==> src/rtl/apb_target_fifo.sv <==
// rtl/apb_target_fifo.sv - APB target exposing an 8 x 32-bit receive FIFO with blocking reads
//
// Ports:
//   clk, clk__enable, reset_n        clock, clock enable (state holds when low), async active-low reset
//   apb_request__psel/penable/paddr/pwrite/pwdata   APB request; paddr is a word index, [1:0] decoded
//   apb_response__prdata/pready/perr                APB response, combinational from state + request
//   push_valid, push_data, push_ready               peripheral-side stream filling the FIFO
//   irq                                             level interrupt, fill level >= threshold
//
// Register map (paddr[1:0]): 0 DATA, 1 STATUS, 2 THRESHOLD, 3 CONTROL.

module apb_target_fifo (
    input  logic        clk,
    input  logic        clk__enable,
    input  logic        reset_n,
    input  logic        apb_request__psel,
    input  logic        apb_request__penable,
    input  logic [31:0] apb_request__paddr,
    input  logic        apb_request__pwrite,
    input  logic [31:0] apb_request__pwdata,
    output logic [31:0] apb_response__prdata,
    output logic        apb_response__pready,
    output logic        apb_response__perr,
    input  logic        push_valid,
    input  logic [31:0] push_data,
    output logic        push_ready,
    output logic        irq
);

    typedef enum logic {
        ST_IDLE,
        ST_WAIT
    } state_e;

    state_e      state_q, state_d;
    logic [2:0]  rd_ptr_q, rd_ptr_d;
    logic [2:0]  wr_ptr_q, wr_ptr_d;
    logic [3:0]  count_q, count_d;
    logic        ovf_q, ovf_d;
    logic        unf_q, unf_d;
    logic [3:0]  thresh_q, thresh_d;
    logic        block_q, block_d;
    logic [7:0]  timeout_q, timeout_d;
    logic [7:0]  wait_cnt_q, wait_cnt_d;

    logic [31:0] fifo_mem [8];

    logic        access;
    logic        full;
    logic        empty;
    logic        apb_data_wr;
    logic        stream_push;
    logic        apb_push;
    logic        pop;
    logic        wr_en;
    logic [31:0] wr_data;
    logic        unused_bits;

    assign unused_bits = ^{apb_request__paddr[31:2], apb_request__pwdata[31:16],
                           apb_request__pwdata[7:4]};

    assign access      = apb_request__psel & apb_request__penable;
    assign full        = (count_q == 4'd8);
    assign empty       = (count_q == 4'd0);
    assign apb_data_wr = access & apb_request__pwrite & (apb_request__paddr[1:0] == 2'd0);

    // The stream yields to a CPU loopback write so the FIFO has a single writer per cycle.
    assign push_ready  = !full & !apb_data_wr;
    assign stream_push = push_valid & push_ready;
    assign wr_en       = stream_push | apb_push;
    assign wr_data     = stream_push ? push_data : apb_request__pwdata;

    assign irq = (thresh_q != 4'd0) & (count_q >= thresh_q);

    always_comb begin
        state_d    = ST_IDLE;
        wait_cnt_d = 8'd0;
        ovf_d      = ovf_q;
        unf_d      = unf_q;
        thresh_d   = thresh_q;
        block_d    = block_q;
        timeout_d  = timeout_q;
        apb_push   = 1'b0;
        pop        = 1'b0;
        apb_response__prdata = 32'd0;
        apb_response__pready = 1'b1;
        apb_response__perr   = 1'b0;

        if (access) begin
            if (apb_request__pwrite) begin
                case (apb_request__paddr[1:0])
                    2'd0: begin
                        if (full) ovf_d = 1'b1;
                        else      apb_push = 1'b1;
                    end
                    2'd1: begin
                        if (apb_request__pwdata[2]) ovf_d = 1'b0;
                        if (apb_request__pwdata[3]) unf_d = 1'b0;
                    end
                    2'd2: thresh_d = apb_request__pwdata[3:0];
                    2'd3: begin
                        block_d   = apb_request__pwdata[0];
                        timeout_d = apb_request__pwdata[15:8];
                    end
                endcase
            end else begin
                case (apb_request__paddr[1:0])
                    2'd0: begin
                        if (!empty) begin
                            apb_response__prdata = fifo_mem[rd_ptr_q];
                            pop = 1'b1;
                        end else if (state_q == ST_WAIT) begin
                            // wait_cnt_q is the number of stalled access cycles so far.
                            if (timeout_q != 8'd0 && wait_cnt_q == timeout_q) begin
                                apb_response__perr = 1'b1;
                                unf_d = 1'b1;
                            end else begin
                                apb_response__pready = 1'b0;
                                state_d    = ST_WAIT;
                                wait_cnt_d = wait_cnt_q + 8'd1;
                            end
                        end else if (block_q) begin
                            apb_response__pready = 1'b0;
                            state_d    = ST_WAIT;
                            wait_cnt_d = 8'd1;
                        end else begin
                            unf_d = 1'b1;
                        end
                    end
                    2'd1: apb_response__prdata = {20'd0, count_q, 4'd0, unf_q, ovf_q, full, empty};
                    2'd2: apb_response__prdata = {28'd0, thresh_q};
                    2'd3: apb_response__prdata = {16'd0, timeout_q, 7'd0, block_q};
                endcase
            end
        end

        wr_ptr_d = wr_ptr_q + {2'd0, wr_en};
        rd_ptr_d = rd_ptr_q + {2'd0, pop};
        count_d  = count_q + {3'd0, wr_en} - {3'd0, pop};
    end

    always_ff @(posedge clk or negedge reset_n) begin
        if (!reset_n) begin
            state_q    <= ST_IDLE;
            rd_ptr_q   <= 3'd0;
            wr_ptr_q   <= 3'd0;
            count_q    <= 4'd0;
            ovf_q      <= 1'b0;
            unf_q      <= 1'b0;
            thresh_q   <= 4'd0;
            block_q    <= 1'b0;
            timeout_q  <= 8'd0;
            wait_cnt_q <= 8'd0;
        end else if (clk__enable) begin
            state_q    <= state_d;
            rd_ptr_q   <= rd_ptr_d;
            wr_ptr_q   <= wr_ptr_d;
            count_q    <= count_d;
            ovf_q      <= ovf_d;
            unf_q      <= unf_d;
            thresh_q   <= thresh_d;
            block_q    <= block_d;
            timeout_q  <= timeout_d;
            wait_cnt_q <= wait_cnt_d;
        end
    end

    // Storage needs no reset: entries are only visible once the pointers cover them.
    always_ff @(posedge clk) begin
        if (clk__enable && wr_en) begin
            fifo_mem[wr_ptr_q] <= wr_data;
        end
    end

endmodule

==> config.mk <==
export PLATFORM = sky130hd
export DESIGN_NAME = apb_target_fifo
export DESIGN_NICKNAME = d
export VERILOG_FILES = /design/src/rtl/apb_target_fifo.sv
export SDC_FILE = /design/constraint.sdc
export NUM_CORES = 1
export LEC_CHECK = 0
export ABC_AREA = 1
export CAP_MARGIN = 5
export CELL_PAD_IN_SITES_DETAIL_PLACEMENT = 0
export CELL_PAD_IN_SITES_GLOBAL_PLACEMENT = 1
export CORE_UTILIZATION = 41
export CTS_CLUSTER_DIAMETER = 80
export CTS_CLUSTER_SIZE = 14
export DETAILED_ROUTE_END_ITERATION = 7
export PLACE_DENSITY = 0.88
export REMOVE_ABC_BUFFERS = 1
export SETUP_SLACK_MARGIN = 0.4
export SLEW_MARGIN = 20
export SYNTH_ARGS = -nofsm -noshare
export SYNTH_HDL_FRONTEND = slang
export SYNTH_SLANG_ARGS = --single-unit
==> constraint.sdc <==
create_clock -name clk -period 2.8 [get_ports clk]
set_input_delay 0.7 -clock clk [delete_from_list [all_inputs] [get_ports clk]]
set_output_delay 0.7 -clock clk [all_outputs]
set_load 0.01 [all_outputs]
== Yosys cells after proc, flatten, opt, wreduce, memory -nomap -nowiden ==
Memory sizes are Yosys's and may differ from the RTL's.
Cells that the tools add are included.

* Add/sub/neg operators: 5
* $lt $le $gt $ge: 1
* Equality and inequality tests: 11
* Muxes and demuxes: 52
* Bitwise operators: 7
* Reduce and logical (&&, ||, !) cells: 15

{| class="wikitable"
|+ Operators with widths
! operator !! number
|-
| $mux 32 || 4
|-
| $pmux 32 s4 || 1
|-
| $mux 8 || 6
|-
| $mux 1 || 40
|-
| $add 8x1->8 const B || 1
|-
| $eq 8x8->1 || 1
|-
| $reduce_and 4->1 || 2
|-
| $reduce_and 8->1 || 1
|-
| $reduce_bool 8->1 || 1
|-
| $add 3x1->3 || 2
|-
| $and 1x1->1 || 6
|-
| $reduce_and 6->1 || 1
|-
| $reduce_bool 2->1 || 3
|-
| $add 4x1->4 || 1
|-
| $eq 2x2->1 const B || 2
|-
| $eq 4x4->1 const B || 1
|-
| $ge 4x4->1 || 1
|-
| $logic_not 4->1 || 1
|-
| $ne 2x1->1 const B || 2
|-
| $ne 2x2->1 const B || 2
|-
| $reduce_bool 4->1 || 1
|-
| $sub 4x1->4 || 1
|-
| $ne 3x2->1 const B || 1
|-
| $ne 3x3->1 const B || 1
|-
| 6 further kinds || 8
|}

* Flip-flop bits (word level): 34
* Bits in writable memories: 256
* Bits of input ports: 103
* Output and inout port bits: 36
* Memories kept: 1

{| class="wikitable"
|+ Memories
! name !! depth !! width !! rd ports !! clocked after Yosys merged registers in !! write ports !! RTL line !! source
|-
| fifo_mem || 8 || 32 || 1 || 0 || 1 || 46 || <nowiki>logic [31:0] fifo_mem [8];</nowiki>
|}

== Longest topological paths before layout ==
* Depth in word-level cells: 10
* Gate-level depth with buffers: 13
* Mapped depth without buffers: 13

== Worst setup path after synthesis ==
Ideal clock, no wire load.

* Path kind: input port to flip-flop
* Start point: input port apb_request__paddr[0]
* End point: memory fifo_mem[0][0], enable pin
* Setup time: 0.421 ns
* Arrival time: 2.853 ns
* Required time: 2.379 ns
* Setup slack: -0.474 ns
* Stages: 8
* Buffers on the path: 1
* Cell sequence: buf_6 > nor2_4 > nand3_1 > a21oi_2 > inv_2 > nor2_2 > nand2_1 > nor2_1

* Longest elaborated chain between the ends: 9

{| class="wikitable"
|+ Ends and longest elaborated chain
! item !! RTL line !! source
|-
| start, declared || 18 || <nowiki>input logic [31:0] apb_request__paddr,</nowiki>
|-
| $logic_not 2->1 (*) || 65, 91 ||
|-
| $and 1x1->1 || 65 || <nowiki>assign apb_data_wr = access & apb_request__pwrite & (apb_request__paddr[1:0] == 2'd0);</nowiki>
|-
| $logic_not 1->1 || 68 || <nowiki>assign push_ready = !full & !apb_data_wr;</nowiki>
|-
| $and 1x1->1 || 68 ||
|-
| $and 1x1->1 || 69 || <nowiki>assign stream_push = push_valid & push_ready;</nowiki>
|-
| $or 1x1->1 (*) || 70 || <nowiki>assign wr_en = stream_push | apb_push;</nowiki>
|-
| $logic_and 1x1->1 (*) || 170 || <nowiki>if (clk__enable && wr_en) begin</nowiki>
|-
| $mux 1 (*) || 170 ||
|-
| $mux 1 (implied by the code) (*) || 171 || <nowiki>fifo_mem[wr_ptr_q] <= wr_data;</nowiki>
|-
| end, declared || 46 ||
|}

Mark *: on every way between the ends. The rest lies on a longest branch, timed or not.

== Worst setup path in the final report ==
* Start point: register rd_ptr_q[0]
* End point: output port apb_response__prdata[8]

* Longest elaborated chain between the ends: 5

{| class="wikitable"
|+ Ends and longest elaborated chain
! item !! RTL line !! source
|-
| start, declared || 36 || <nowiki>logic [2:0] rd_ptr_q, rd_ptr_d;</nowiki>
|-
| start signal, assigned || 156 || <nowiki>rd_ptr_q <= rd_ptr_d;</nowiki>
|-
| $mem_v2 8x32 || n/a ||
|-
| $mux 32 || 109 || <nowiki>if (!empty) begin</nowiki>
|-
| $pmux 32 s4 || 107 || <nowiki>case (apb_request__paddr[1:0])</nowiki>
|-
| $mux 32 || 90 || <nowiki>if (apb_request__pwrite) begin</nowiki>
|-
| $mux 32 || 89 || <nowiki>if (access) begin</nowiki>
|-
| end, declared || 21 || <nowiki>output logic [31:0] apb_response__prdata,</nowiki>
|}

No other way between the ends.

==> results.ini <==
[yosys]
seq_area_frac_synth=0.678
netlist_area_um2=12600
synthMuxAreaShare=0
yosysWarningCount=0
synthCells=1131
yosysTopAreaCell=edfxtp_1
synth_top_area_frac=0.610
syn_area_per_cell_um2=11.1
synth_top_family_by_area=compound AO/OA/AOI/OAI gates
synth-compound-area-share=0.129
yosys-top-cells-count=256 x edfxtp_1, 220 x nor2_1, 160 x o21ai_0
ys.flop_type=edfxtp_1
ys_ff_latch=290
yosysMostFrequentCell=edfxtp_1
ys_async_sr_fraction=0.117
synth_xor_xnor_area_share=0.00765
synth_area_leaders=edfxtp_1 61%, dfrtp_1 6.8%, nor2_1 6.6%
ys_types=35
synth_fa_ha_area_frac=0.0165
synth-simple-area-share=0.127
synth-edff-count=256

[sta]
slew_violations=0
worstMarginPinSlew_ps=497
grt_setup_unrepaired=true
tns_ps=-1880
clock_skew_ps=10.9
post-route-period-util=1.09
setup_viol=28
fin_ws_ps=-242
relSlewSlack=0.669
timing.fmax_mhz=329
fin_crit_ps=3040
final_hold_viol_count=0

[place]
gp_congestion=0.851
hpwl_mm=20.3
pre_cts_ws_ps=-571
place_area_um2=15000
io_buffer_count=108

[finish]
diodes=0
fin_nets=1508
area_growth_pct=41.7
drive_gt1_frac=0.313
utilization=0.596
fillers=2233
design_area_um2=17900

[critical_path]
cp_slowest_cell=dfrtp_4
arrival_ps=2340
critical_path.cell_chain=clkinv_8 > buf_12 > nor2_1 > nor2_1 > o21ai_1 > o211ai_1 > nand3_2 > a21oi_2 > buf_2
slowest_delay_ps=590
end_kind=output port
critical_path.max_fanout=7
critPathTopFamily=flip-flops
critPathLaunchType=flip-flop
path_class=flip-flop to output port
required_ps=2100
crit_buf_inv=3
crit_path_frequent_cell=nor2_1

[floorplanning]
io_pins=139
core_area_um2=30000
dieArea_um2=31400
die_h_um=177
rows=63
start_util=0.421
chipWidth_um=177

[drt]
routed_wirelength_mm=38.6
dr_total_vias=10249
drtIter0Drc=1004
wl_per_cell_um=21.5
final_antenna_net_count=0
first_pass_iters=5
avgViaCountPerCell=5.70
drc_errors=0

[cts]
clock_sinks=290
ctsHoldBuffers=0
clkTransAtPathRegs_ps=70
cts_tree=done
numCtsBuffers=24
cts_root_buf=clkbuf_16
clock_path_buffers=3
htreeDepth=1
insertion_delay_ps=520

[grt]
grt_overflow=0
use_met3=0.0273
grt_pass1_vias=9929
top_usage_layer=met2
grt_max_degree=48
grt_util_met2=0.409
track_usage=0.233
use_met1=0.293
grt_pass1_wl_mm=55.9
grt_antenna_before_repair=0

[power]
p_leak_nw=6.63
fin_total_pwr_mw=14.0
peakVddDrop_mv=0.540
power_density_nw_per_um2=786

[min_path]
hp-class=flip-flop to flip-flop

[flow_run]
drv_cap=0

[run_status]
failed_checks=setup timing
status=finished, violations left

kinds of logic (layout without fill, tap and decap cells):
family | after synthesis | in the layout
adders and majority gates | 16 | 16
buffers and inverters | 125 | 401
xor gates and xnor gates | 11 | 11
DFF | 290 | 290
AOI/OAI and AO/OA | 293 | 293
and+or+nand+nor | 396 | 396
worst min-delay path: stages (launching register included):
cell and delay (ps):
dfrtp_1 350, nand2_1 60, o21ai_1 60
per-stage QoR:
step,hold WS [ps],instances
CTS,488,1774
finish,506,1797
floorplan,404,1068
global route,537,1797
global placement,466,1663
detailed placement,472,1663
cells in the final DEF, fill, tap and decap left out, drive strengths merged:
cell type      instances
o221ai                 5
xor2                   6
o21ai                181
a31oi                  2
o41ai                  1
nor4                   1
nand2                119
ha                    15
a21oi                 36
fa                     1
buf                  220
clkbuf                47
nor2                 224
clkdlybuf4s50         67
edfxtp               256
dfrtp                 34
clkinv                 3
inv                   60
nand4                  4
xnor2                  5
dlygate4sd2            3
nand3                 46
bufbuf                 1
nor3                   2
o22ai                 44
a221oi                 1
o211ai                23
state kept, by name (all words and copies together) (netlist names), 3 cells and up:
signal	flops
timeout_q	8
count_q	4
wr_ptr_q	3
rd_ptr_q	3
thresh_q	4
wait_cnt_q	8
fifo_mem	256
path summary, 6_finish.rpt:
path | endpoint | startpoint | slack [ps] | cells after the start
max in group asynchronous | rd_ptr_q[0] | reset_n | 1810 | 2
worst min-delay path | block_q | block_q | 510 | 2
worst max register to register | count_q[1] | count_q[3] | 100 | 16
worst max-delay path | apb_response__prdata[8] | rd_ptr_q[0] | -240 | 9
worst min register to register | block_q | block_q | 510 | 2
min in group asynchronous | block_q | reset_n | 600 | 2
power by group:
group	switching (mW)	total (mW)	internal, mW
Clock	1.46	3.13	1.67
Sequential	0.209	5.53	5.32
Combinational	2.97	5.37	2.40
Total	4.64	14.0	9.39
routing by layer:
metal | wire, µm | vias up
li1 | - | 4557
met2 | 19400 | 537
met5 | 0 | -
met1 | 14600 | 5040
met4 | 1840 | 0
met3 | 2760 | 115
layout make-up:
cell class / instances / area [µm²] / share of cell area
Sequential cell: 290 / 8550 / 0.479
Multi-Input combinational cell: 716 / 4520 / 0.253
Timing Repair Buffer: 295 / 3340 / 0.187
Clock buffer: 43 / 693 / 0.0388
Tap cell: 390 / 488 / 0.0273
Inverter: 62 / 253 / 0.0142
Clock inverter: 1 / 5.00 / 0.000280
timing repair:
item,in CTS,in global routing
cloned,13,4
resized for setup,372,167
buffers inserted,54,19
pin swaps,78,58
setup endpoints to repair,399,414
Power figures use the tool's default switching activity.
